### src/rtl/alu_cmd_sequencer.sv
// Command FIFO + 3-state issue FSM in front of a combinational ALU_nbit; captures o/co into a
// handshaked result register. Optional res_zero flag enabled by defining ALU_SEQ_ZFLAG_EN.
module alu_cmd_sequencer #(
  parameter int N     = 4,
  parameter int DEPTH = 4
) (
  input  logic                     clk,
  input  logic                     rst,
  input  logic                     cmd_valid,
  output logic                     cmd_ready,
  input  logic [2:0]               cmd_sel,
  input  logic [N-1:0]             cmd_a,
  input  logic [N-1:0]             cmd_b,
  output logic [$clog2(DEPTH):0]   cmd_count,
  output logic [2:0]               alu_sel,
  output logic [N-1:0]             alu_a,
  output logic [N-1:0]             alu_b,
  input  logic [N-1:0]             alu_o,
  input  logic                     alu_co,
  output logic                     res_valid,
  input  logic                     res_ready,
  output logic [N-1:0]             res_o,
  output logic                     res_co
`ifdef ALU_SEQ_ZFLAG_EN
  ,
  output logic                     res_zero
`endif
);

  localparam int AW = $clog2(DEPTH);
  localparam int CW = AW + 1;

  typedef enum logic [1:0] {IDLE, EXEC, WAIT} state_t;

  state_t          state, state_nxt;
  logic [2:0]      fifo_sel [DEPTH];
  logic [N-1:0]    fifo_a   [DEPTH];
  logic [N-1:0]    fifo_b   [DEPTH];
  logic [AW-1:0]   wr_ptr, rd_ptr;
  logic [CW-1:0]   count;
  logic            push, pop, capture, res_clr;

  // Ready depends only on registered count, so a full FIFO never accepts even when popping.
  assign cmd_ready = !rst && (count < CW'(DEPTH));
  assign push      = cmd_valid && cmd_ready;
  assign cmd_count = count;

  // FIFO stage: storage is data-only, pointers/count are control
  always_ff @(posedge clk) begin
    if (push) begin
      fifo_sel[wr_ptr] <= cmd_sel;
      fifo_a[wr_ptr]   <= cmd_a;
      fifo_b[wr_ptr]   <= cmd_b;
    end
  end

  always_ff @(posedge clk) begin
    if (rst) begin
      wr_ptr <= '0;
      rd_ptr <= '0;
      count  <= '0;
    end else begin
      if (push) wr_ptr <= wr_ptr + AW'(1);
      if (pop)  rd_ptr <= rd_ptr + AW'(1);
      case ({push, pop})
        2'b10:   count <= count + CW'(1);
        2'b01:   count <= count - CW'(1);
        default: count <= count;
      endcase
    end
  end

  always_ff @(posedge clk) begin
    if (rst) state <= IDLE;
    else     state <= state_nxt;
  end

  always_comb begin
    state_nxt = state;
    pop       = 1'b0;
    capture   = 1'b0;
    res_clr   = 1'b0;
    case (state)
      IDLE: begin
        if (count != '0) begin
          pop       = 1'b1;
          state_nxt = EXEC;
        end
      end
      EXEC: begin
        capture   = 1'b1;
        state_nxt = WAIT;
      end
      WAIT: begin
        if (res_ready) begin
          res_clr = 1'b1;
          if (count != '0) begin
            pop       = 1'b1;
            state_nxt = EXEC;
          end else begin
            state_nxt = IDLE;
          end
        end
      end
      default: state_nxt = IDLE;
    endcase
  end

  // Issue stage: ALU operands hold their last value between commands to avoid toggling
  always_ff @(posedge clk) begin
    if (rst) begin
      alu_sel <= '0;
      alu_a   <= '0;
      alu_b   <= '0;
    end else if (pop) begin
      alu_sel <= fifo_sel[rd_ptr];
      alu_a   <= fifo_a[rd_ptr];
      alu_b   <= fifo_b[rd_ptr];
    end
  end

  // Result stage: ALU output sampled after operands were stable for a full cycle
  always_ff @(posedge clk) begin
    if (rst) begin
      res_valid <= 1'b0;
      res_o     <= '0;
      res_co    <= 1'b0;
    end else begin
      if (capture) begin
        res_valid <= 1'b1;
        res_o     <= alu_o;
        res_co    <= alu_co;
      end else if (res_clr) begin
        res_valid <= 1'b0;
      end
    end
  end

`ifdef ALU_SEQ_ZFLAG_EN
  always_ff @(posedge clk) begin
    if (rst)          res_zero <= 1'b0;
    else if (capture) res_zero <= (alu_o == {N{1'b0}});
  end
`endif

endmodule

### config.mk
export PLATFORM = sky130hd
export DESIGN_NAME = alu_cmd_sequencer
export DESIGN_NICKNAME = d
export VERILOG_FILES = /design/src/rtl/alu_cmd_sequencer.sv
export SDC_FILE = /design/constraint.sdc
export NUM_CORES = 1
export LEC_CHECK = 0
export CORE_UTILIZATION = 57
export DETAILED_ROUTE_END_ITERATION = 8
export GPL_ROUTABILITY_DRIVEN = 0
export GPL_TIMING_DRIVEN = 0
export PLACE_DENSITY = 0.89
export SLEW_MARGIN = 10
export SYNTH_ARGS = -nofsm -noshare
export SYNTH_HDL_FRONTEND = slang
export SYNTH_SLANG_ARGS = --single-unit
### constraint.sdc
create_clock -name clk -period 5.8 [get_ports clk]
set_input_delay 0.87 -clock clk [delete_from_list [all_inputs] [get_ports clk]]
set_output_delay 0.87 -clock clk [all_outputs]
set_load 0.01 [all_outputs]
==> results.sh <==
export IMPL_status="completed"
export IMPL_dp_final_hpwl_um=3347
export IMPL_whs_endpoint="alu_sel[0]"
export IMPL_num_fill_cells=259
export IMPL_clock_skew_ps=9.762
export IMPL_hold_depth=2
export IMPL_placed_cell_area_um2=3221
export IMPL_max_freq_ghz=0.2666
export IMPL_max_cap_viol_count=0
export IMPL_totalWireLength_um=4951
export IMPL_path_max_fanout=10
export IMPL_ys_flop_type="edfxtp_1"
export IMPL_yosysTopAreaCell="edfxtp_1"
export IMPL_grt_first_pass_wirelength_um=7990
export IMPL_clkLatencyLatePin_ps=330
export IMPL_grt_pass1_vias=1667
export IMPL_post_cts_resized=0
export IMPL_cts_root_buf="clkbuf_8"
export IMPL_worstMarginPinSlew_ps=623.0
export IMPL_cts_tree="done"
export IMPL_setup_tns_ps=0
export IMPL_postCtsHoldBufs=0
export IMPL_wl_met3_um=252
export IMPL_path_cells="clkdlybuf4s50_1, clkbuf_1, buf_2, buf_2, nor2_1, clkdlybuf4s50_1"
export IMPL_overflow=0
export IMPL_critPathLaunchType="input port"
export IMPL_die_h_um=71.53
export IMPL_cp_slowest_cell="clkdlybuf4s50_1"
export IMPL_slew_headroom_pct=58.46
export IMPL_dp_slack_ps=2050
export IMPL_wl_per_cell_um=18.00
export IMPL_io_buffers=40
export IMPL_worst_path_buf_inv=5
export IMPL_fin_nets=244
export IMPL_core_region_area_um2=4504
export IMPL_synth_area_leaders="edfxtp_1, dfxtp_1, mux4_1, o2bb2ai_1, nand2b_1"
export IMPL_final_cells=275
export IMPL_vias_per_cell=5.640
export IMPL_rows=24
export IMPL_die_area_um2=5116
export IMPL_fin_ws_ps=2049
export IMPL_rsz0062_at_grt="false"
export IMPL_yosysTopAreaCellShare_pct=47.96
export IMPL_syn_nets=193
export IMPL_crit_start="rst"
export IMPL_io_pin_count=41
export IMPL_start_util_pct=61.17
export IMPL_drt_iter0_drc=55
export IMPL_hold_viol=0
export IMPL_r2r_end="cmd_count[2]"
export IMPL_stdcell_area_um2=3402
export IMPL_timing_hold_ws_ps=482.6
export IMPL_via_count=1551
export IMPL_cp_arrival_ps=2880
export IMPL_routed_wl_met2_um=2552
export IMPL_postRouteAntennaNets=0
export IMPL_dr_pass1_iters=4
export IMPL_placedCellCount=259
export IMPL_fin_crit_ps=3751
export IMPL_min_period_over_period_pct=64.67
export IMPL_r2r_slack_ps=3400
export IMPL_yosysMostFrequentCell="edfxtp_1"
export IMPL_wl_met1_um=2074
export IMPL_synthArstFlopShare_pct=0
export IMPL_synth_cell_types=33
export IMPL_cp_data_required_time_ps=4930
export IMPL_netlist_area_um2=2755
export IMPL_n_antenna_cell=0
export IMPL_r2r_start="cmd_count[0]"
export IMPL_critPathKind="input port to output port"
export IMPL_drive_gt1_share_pct=10.76
export IMPL_ys_seq_area_share_pct=66.85
export IMPL_rr_worst_depth=8
export IMPL_remaining_drc_errors=0
export IMPL_maxSlewViolCount=0
export IMPL_clock_sinks=70
export IMPL_highest_layer="met4"
export IMPL_crit_path_end_kind="output port"
export IMPL_postCtsSetupBuffers=0
export IMPL_path_clk_slew_ps=70
export IMPL_slowest_delay_ps=530
export IMPL_ir_worst_vdd_mv=0.2319
export IMPL_die_w_um=71.53
export IMPL_syn_area_per_cell_um2=16.50
export IMPL_hp_start="alu_sel[0]"
export IMPL_path_delay_family="buffers and inverters"
export IMPL_synthCells=167
export IMPL_area_growth_pct=23.48
export IMPL_grt_max_degree=12
export IMPL_ys_warn_count=0
export IMPL_clk_path_buf_depth=2
export IMPL_grt_usage_pct=22.04
export IMPL_ys_seq_elements=70
export IMPL_antenna_found_initial=0
export IMPL_powerDensity_nw_per_um2=435.3
export IMPL_htree_num_levels=3
export IMPL_synthTopCellsByCount="edfxtp_1, dfxtp_1, nor2_1"
export IMPL_synth_edff_count=44
export IMPL_finalSetupViolCount=0
export IMPL_hold_path_class="flip-flop to flip-flop"
export IMPL_cts_made_buffers=9
export IMPL_leakagePower_uw=0.001174
-- area by class of cell --
| type | instances | area (um2) | share of cell area [%] |
|---|---|---|---|
| tap | 52 | 65.06 | 1.912 |
| multi-input combinational | 84 | 839.6 | 24.68 |
| inverter | 4 | 15.01 | 0.4413 |
| timing repair buffer | 40 | 400.4 | 11.77 |
| buffer | 9 | 58.81 | 1.729 |
| clock inverter | 1 | 5.005 | 0.1471 |
| sequential | 70 | 1842 | 54.14 |
| clock buffer | 15 | 176.4 | 5.186 |
-- routing by layer --
| layer | vias to the layer above | GRT usage [%] |
|---|---|---|
| met2 | 47 | 38.20 |
| met1 | 757 | 25.60 |
| met5 | - | 0 |
| met3 | 7 | 5.767 |
| met4 | 0 | 10.89 |
| li1 | 740 | - |
-- worst reg2reg max path, cell delays in order, from the launching register on --
cell and delay, ps:
dfxtp_1 370, nor3_2 360, nor3_1 140, buf_2 230, ha_1 250, fa_1 390, xnor2_1 140, or3_1 310
a21oi_1 150
-- how the worst max path moves through the flow --
stage | end | slack [ps] | depth (start not counted)
final | cmd_ready | 2050 | 6
after global routing | cmd_ready | 1960 | 6
after CTS | cmd_ready | 2040 | 6
after detailed placement | cmd_ready | 2050 | 6
after global placement | cmd_ready | 2130 | 6
after floorplan | cmd_count[2] | 3150 | 8
-- layout by cell type, fill, tap and decap left out, drive strengths merged, types with 3 or more instances in the layout --
| master | count |
|---|---|
| nor2 | 13 |
| and2 | 4 |
| buf | 8 |
| ha | 5 |
| inv | 4 |
| edfxtp | 44 |
| mux4 | 11 |
| clkdlybuf4s50 | 40 |
| nor2b | 3 |
| clkbuf | 16 |
| mux2i | 6 |
| o2bb2ai | 11 |
| nand2b | 11 |
| dfxtp | 26 |
-- logic make-up after synthesis --
logic type	after synthesis	share of synthesized area (%)
DFF	70	66.85
and+or+nand+nor	40	8.538
muxes	18	13.08
AOI/OAI and AO/OA	17	4.904
buffers and inverters	13	2.679
adders and majority gates	6	2.997
xor gates and xnor gates	3	0.9539
-- power breakdown --
part           switching (uW)  internal, uW
clock network             160           190
registers                54.8           612
logic                     217           246
total                     432          1050
-- state kept, by name (all words and copies together), names as in the netlist --
register,flops
fifo_a,16
fifo_b,16
fifo_sel,12
alu_a,4
alu_b,4
res_o,4
alu_sel,3
cmd_count,3
rd_ptr,2
state,2
wr_ptr,2
res_co,1
res_valid,1
-- through the flow --
step / util [%] / power [uW]
6_report: 75.53 / 1481
5_1_grt: 75.53 / 1555
4_1_cts: 75.53 / 1492
2_1_floorplan: - / 944.1
3_3_place_gp: 71.50 / 1112
3_5_place_dp: 71.50 / 1140
Power figures use the tool's default switching activity.
